**src/rtl/fetch_unit_if.sv**
```systemverilog
// Fetch-stage bus: instruction-memory request/response plus the hand-off to the control unit.
// The master modport is the fetch unit; the slave modport is the memory/core side.
interface fetch_unit_if;
    logic        imem_req_valid;
    logic        imem_req_ready;
    logic [31:0] imem_addr;
    logic        imem_rsp_valid;
    logic [31:0] imem_rsp_data;
    logic [31:0] instr;
    logic        instr_valid;
    logic        instr_ready;
    logic [6:0]  op;
    logic [2:0]  funct3;
    logic        funct7;
    logic        pc_src;
    logic [31:0] imm_ext;
    logic [31:0] pc;
    logic [31:0] pc_plus4;
    logic        fetch_fault;

    modport master (
        output imem_req_valid, imem_addr, instr, instr_valid, op, funct3, funct7,
               pc, pc_plus4, fetch_fault,
        input  imem_req_ready, imem_rsp_valid, imem_rsp_data, instr_ready, pc_src, imm_ext
    );

    modport slave (
        input  imem_req_valid, imem_addr, instr, instr_valid, op, funct3, funct7,
               pc, pc_plus4, fetch_fault,
        output imem_req_ready, imem_rsp_valid, imem_rsp_data, instr_ready, pc_src, imm_ext
    );
endinterface

```
**src/rtl/fetch_unit.sv**
```systemverilog
// Instruction-fetch stage: owns the PC, issues one word fetch at a time, holds the instruction
// until the core accepts it. Define FETCH_MISALIGN_TRAP_EN to trap misaligned branch targets.
module fetch_unit #(
    parameter logic [31:0] RESET_PC = 32'h0000_0000
) (
    input  logic          clk,
    input  logic          rst_n,
    fetch_unit_if.master  bus
);
    typedef enum logic [1:0] {S_REQ, S_WAIT, S_HOLD, S_FAULT} state_e;

    state_e      state_q, state_d;
    logic [31:0] pc_q, pc_d;
    logic [31:0] instr_q, instr_d;
    logic        started_q;
    logic        fault_q;
    logic [31:0] pc_plus4;
    logic [31:0] br_sum;
    logic        req_valid;
    logic        instr_valid;

    assign pc_plus4 = pc_q + 32'd4;
    assign br_sum   = pc_q + bus.imm_ext;

`ifdef FETCH_MISALIGN_TRAP_EN
    logic fault_d;
`else
    assign fault_q = 1'b0;
`endif

    always_comb begin
        state_d     = state_q;
        pc_d        = pc_q;
        instr_d     = instr_q;
        req_valid   = 1'b0;
        instr_valid = 1'b0;
`ifdef FETCH_MISALIGN_TRAP_EN
        fault_d     = fault_q;
`endif
        unique case (state_q)
            S_REQ: begin
                // started_q keeps the request low until the first edge after reset release
                req_valid = started_q;
                if (started_q && bus.imem_req_ready) state_d = S_WAIT;
            end
            S_WAIT: begin
                if (bus.imem_rsp_valid) begin
                    instr_d = bus.imem_rsp_data;
                    state_d = S_HOLD;
                end
            end
            S_HOLD: begin
                instr_valid = 1'b1;
                if (bus.instr_ready) begin
                    state_d = S_REQ;
                    if (bus.pc_src) begin
`ifdef FETCH_MISALIGN_TRAP_EN
                        if (br_sum[1:0] != 2'b00) begin
                            fault_d = 1'b1;
                            state_d = S_FAULT;
                        end else begin
                            pc_d = br_sum;
                        end
`else
                        pc_d = br_sum & ~32'h3;
`endif
                    end else begin
                        pc_d = pc_plus4;
                    end
                end
            end
            S_FAULT: begin
                state_d = S_FAULT;
            end
            default: state_d = S_REQ;
        endcase
    end

    always_ff @(posedge clk or negedge rst_n) begin
        if (!rst_n) begin
            state_q   <= S_REQ;
            pc_q      <= RESET_PC;
            instr_q   <= 32'h0000_0013;
            started_q <= 1'b0;
        end else begin
            state_q   <= state_d;
            pc_q      <= pc_d;
            instr_q   <= instr_d;
            started_q <= 1'b1;
        end
    end

`ifdef FETCH_MISALIGN_TRAP_EN
    always_ff @(posedge clk or negedge rst_n) begin
        if (!rst_n) fault_q <= 1'b0;
        else        fault_q <= fault_d;
    end
`endif

    assign bus.imem_req_valid = req_valid;
    assign bus.imem_addr      = pc_q;
    assign bus.instr          = instr_q;
    assign bus.instr_valid    = instr_valid;
    assign bus.op             = instr_q[6:0];
    assign bus.funct3         = instr_q[14:12];
    assign bus.funct7         = instr_q[30];
    assign bus.pc             = pc_q;
    assign bus.pc_plus4       = pc_plus4;
    assign bus.fetch_fault    = fault_q;
endmodule

```
**src/flat_wrapper.sv**
```systemverilog
// flat-port wrapper written by rule: the top's interface ports become plain ports
module fetch_unit_flat 
#(
    parameter logic [31:0] RESET_PC = 32'h0000_0000
)
  (clk, rst_n, bus_imem_req_valid, bus_imem_addr, bus_instr, bus_instr_valid, bus_op, bus_funct3, bus_funct7, bus_pc, bus_pc_plus4, bus_fetch_fault, bus_imem_req_ready, bus_imem_rsp_valid, bus_imem_rsp_data, bus_instr_ready, bus_pc_src, bus_imm_ext);
  fetch_unit_if bus_i ();
  input  logic clk;
  input  logic rst_n;
  output wire logic [$bits(bus_i.imem_req_valid)-1:0] bus_imem_req_valid;
  output wire logic [$bits(bus_i.imem_addr)-1:0] bus_imem_addr;
  output wire logic [$bits(bus_i.instr)-1:0] bus_instr;
  output wire logic [$bits(bus_i.instr_valid)-1:0] bus_instr_valid;
  output wire logic [$bits(bus_i.op)-1:0] bus_op;
  output wire logic [$bits(bus_i.funct3)-1:0] bus_funct3;
  output wire logic [$bits(bus_i.funct7)-1:0] bus_funct7;
  output wire logic [$bits(bus_i.pc)-1:0] bus_pc;
  output wire logic [$bits(bus_i.pc_plus4)-1:0] bus_pc_plus4;
  output wire logic [$bits(bus_i.fetch_fault)-1:0] bus_fetch_fault;
  input wire logic [$bits(bus_i.imem_req_ready)-1:0] bus_imem_req_ready;
  input wire logic [$bits(bus_i.imem_rsp_valid)-1:0] bus_imem_rsp_valid;
  input wire logic [$bits(bus_i.imem_rsp_data)-1:0] bus_imem_rsp_data;
  input wire logic [$bits(bus_i.instr_ready)-1:0] bus_instr_ready;
  input wire logic [$bits(bus_i.pc_src)-1:0] bus_pc_src;
  input wire logic [$bits(bus_i.imm_ext)-1:0] bus_imm_ext;
  assign bus_imem_req_valid = bus_i.imem_req_valid;
  assign bus_imem_addr = bus_i.imem_addr;
  assign bus_instr = bus_i.instr;
  assign bus_instr_valid = bus_i.instr_valid;
  assign bus_op = bus_i.op;
  assign bus_funct3 = bus_i.funct3;
  assign bus_funct7 = bus_i.funct7;
  assign bus_pc = bus_i.pc;
  assign bus_pc_plus4 = bus_i.pc_plus4;
  assign bus_fetch_fault = bus_i.fetch_fault;
  assign bus_i.imem_req_ready = bus_imem_req_ready;
  assign bus_i.imem_rsp_valid = bus_imem_rsp_valid;
  assign bus_i.imem_rsp_data = bus_imem_rsp_data;
  assign bus_i.instr_ready = bus_instr_ready;
  assign bus_i.pc_src = bus_pc_src;
  assign bus_i.imm_ext = bus_imm_ext;
  fetch_unit #(.RESET_PC(RESET_PC)) u_core (.clk(clk), .rst_n(rst_n), .bus(bus_i));
endmodule
```
**config.mk**
```make
export PLATFORM = sky130hd
export DESIGN_NAME = fetch_unit_flat
export DESIGN_NICKNAME = d
export VERILOG_FILES = /design/src/rtl/fetch_unit_if.sv /design/src/rtl/fetch_unit.sv /design/src/flat_wrapper.sv
export SDC_FILE = /design/constraint.sdc
export NUM_CORES = 1
export LEC_CHECK = 0
export CAP_MARGIN = 40
export CELL_PAD_IN_SITES_DETAIL_PLACEMENT = 0
export CELL_PAD_IN_SITES_GLOBAL_PLACEMENT = 2
export CORE_MARGIN = 1
export CORE_UTILIZATION = 27
export CTS_CLUSTER_SIZE = 14
export DETAILED_ROUTE_END_ITERATION = 6
export MAX_ROUTING_LAYER = met4
export PLACE_DENSITY_LB_ADDON = 0.08
export SLEW_MARGIN = 20
export SYNTH_ARGS = -nofsm -noshare
export SYNTH_HDL_FRONTEND = slang
export SYNTH_SLANG_ARGS = --single-unit
```
**constraint.sdc**
```tcl
create_clock -name clk -period 6.65 [get_ports clk]
set_input_delay 0.665 -clock clk [delete_from_list [all_inputs] [get_ports clk]]
set_output_delay 0.665 -clock clk [all_outputs]
set_load 0.02 [all_outputs]
```
==> impl_results.md <==
* Status: completed
* Arrival time worst endpoint at 3.49 ns
* Worst skew pair latency at 0.34 ns
* Drt pass-1 iters at 4
* Post-synth ARST share at 100.0%
* Hold Crit Class: in -> async
* Worst IR Drop VDD at 0.0001773 V
* CTS tree: built
* Mapped cell area at 0.005195 mm2
* Post-synth EDFFs at 0
* Final HPWL DP at 11,700 um
* Row count at 50
* Number of DRC markers in iteration 0 at 174
* Clock Path Buffers at 2
* Crit path time final at 4.153 ns
* GR Util All Layers at 16.49%
* Vias in the first global route at 4,451
* Cell variety after synth at 71
* Setup TNS at 0 ns
* Layout cell share with drive strength beyond 1 at 9.863%
* Via density at 4.782
* DRC violations left at 0
* Full die area at 0.01980 mm2
* PwrDens at 511.3 mW/mm2
* Worst setup SP type: flop
* Top post-synthesis cells by count: 62 x dfrtp_1, 49 x buf_4, 44 x nand2_1, 44 x o21ai_0
* Final Hold Viols at 0
* Non-Filler Instances at 964
* Max cap viols at 0
* WS Path Type: reg -> out
* Worst-margin pin slew at 0.7967 ns
* Die height at 140.7 um
* I/O pin cnt at 212
* Dpl cells at 948
* CTS Buf Count at 9
* Starting Density at 27.68%
* Synth Flop Type: dfrtp_1
* Sequential share of the synthesized area at 31.38%
* Most frequent cell after synthesis: dfrtp_1
* Worst Skew at 0.007339 ns
* Avg Inst Size Synth at 8.941 um2
* Setup crit end kind: primary output
* P&R area growth vs syn at 43.02%
* Critical Path RT at 5.98 ns
* Routability cong. at 0.7743
* H-tree depth at 3
* Max Clk Rate at 240.8 MHz
* Root Driver: clkbuf_16
* P_leak at 3.082 nW
* Initial antenna violation count at 0
* Largest cells by area after synthesis: dfrtp_1 30%, ha_1 8.2%, buf_4 7.1%
* Post-CTS sizing at 0
* Mapped Cells at 581
* Hold-fix buffers at CTS at 0
* Layout Nets at 829
* Die width at 140.7 um
* RSZ-0062 raised after global routing: false
* Largest net degree at the start of global routing at 62
* Clock sinks at 65
* Grt ovf at 0
* Post-CTS Setup Bufs at 0
* Share of the synthesized area in the top cell type at 29.87%
* Post-synth top area cell: dfrtp_1
* Port Buf Inserts at 202
* Period utilisation layout at 62.45%
* Fin. max-slew vios at 0
* First-pass GRT wire length at 24,580 um
* Crit-path max FO at 8
* Ant. Diodes at 0
* Routed Wire Length at 15,750 um
* Antenna-violating nets left at 0
* Clock transition at the registers of the reported paths at 0.06 ns
* Yosys warnings at 0
* Avg WL per Cell at 16.34 um
* Vias at 4,610
* Synth Register Bits at 65
* # setup viols final at 0
* Worst slew margin at 46.88%
* Core ar. at 0.01877 mm2
==> critical path, stage by stage (launching register included) <==
cell and delay [ns]:
dfrtp_1 0.48, ha_1 0.27, and3_1 0.29, and3_2 0.26, and2_4 0.21, and3_1 0.29
and2_1 0.30, nand3_1 0.13, xnor2_1 0.26, clkdlybuf4s50_1 0.66
==> area by class of cell <==
class,instances,area [um2]
clock buffer,9,225.2
clock inverter,7,125.1
fill,1902,11340
inverter,13,48.80
multi-input combinational,429,3045
sequential,65,1630
tap,234,292.8
timing repair buffer,207,2062
==> path summary, 6_finish.rpt <==
check	start	to	slack [ns]	depth (start not counted)
max in group asynchronous	rst_n	u_core.bus.instr[0]$_DFFE_PN1P_	5.71	3
worst max register to register	u_core.bus.imem_addr[5]$_DFFE_PN0P_	u_core.bus.imem_addr[22]$_DFFE_PN0P_	3.68	9
min in group clk	u_core.bus.instr[29]$_DFFE_PN0P_	u_core.bus.instr[29]$_DFFE_PN0P_	0.50	1
worst max-delay path	u_core.bus.imem_addr[2]$_DFFE_PN0P_	bus_pc_plus4[22]	2.50	9
worst min register to register	u_core.bus.instr[29]$_DFFE_PN0P_	u_core.bus.instr[29]$_DFFE_PN0P_	0.50	1
worst min-delay path	rst_n	u_core.bus.instr[2]$_DFFE_PN0P_	0.34	2
==> kinds of logic after synthesis <==
family,share of synthesized area [%]
AND/OR/NAND/NOR,16.55
AO/OA/AOI/OAI,16.81
buffers and inverters,10.43
flip-flops,31.38
XOR/XNOR,8.598
multiplexers,7.900
adder cells (fa/ha/maj),8.189
other,0.1446
==> power by group <==
part	total (mW)	internal, mW	switching, mW
registers	0.843	0.588	0.256
logic	2.39	1.17	1.22
clock network	0.565	0.371	0.195
total	3.80	2.13	1.67
==> state kept, by name (all words and copies together) (netlist names) <==
| signal | cells |
|---|---|
| u_core.bus.instr | 32 |
| u_core.bus.imem_addr | 30 |
| u_core.state_q | 2 |
| u_core.started_q | 1 |
==> stage by stage <==
stage	util, %	area, um2	hold slack [ns]	total power, mW	setup slack [ns]
6_report	39.59	7430	0.3362	3.799	2.497
5_1_grt	39.59	7430	0.3790	4.067	2.298
4_1_cts	39.59	7430	0.3537	3.849	2.427
3_5_place_dp	37.72	7079	0.4917	3.262	2.784
3_3_place_gp	37.61	7059	0.4853	3.245	2.817
2_1_floorplan	-	5218	0.3694	2.366	3.566
==> layer usage <==
metal / routed length (um) / part of all wire (%) / global-route usage, %
met4: 167 / 1.1 / 5.320
met1: 7547 / 48 / 21.60
met2: 7315 / 46 / 26.37
met5: 0 / 0 / -
met3: 717 / 4.6 / 2.072
==> cells in the final DEF (no fill, tap or decap), drive strengths merged, types with 13 or more instances in the layout <==
master         instances
xnor2                 27
xor2                  24
nand3                 14
nor2                  36
and3                  13
a21oi                 32
inv                   16
a21o                  13
mux2                  32
nor3                  13
clkdlybuf4s50        200
dfrtp                 62
o21ai                 46
ha                    34
nand2                 44
(Power assumes the default switching activity.)
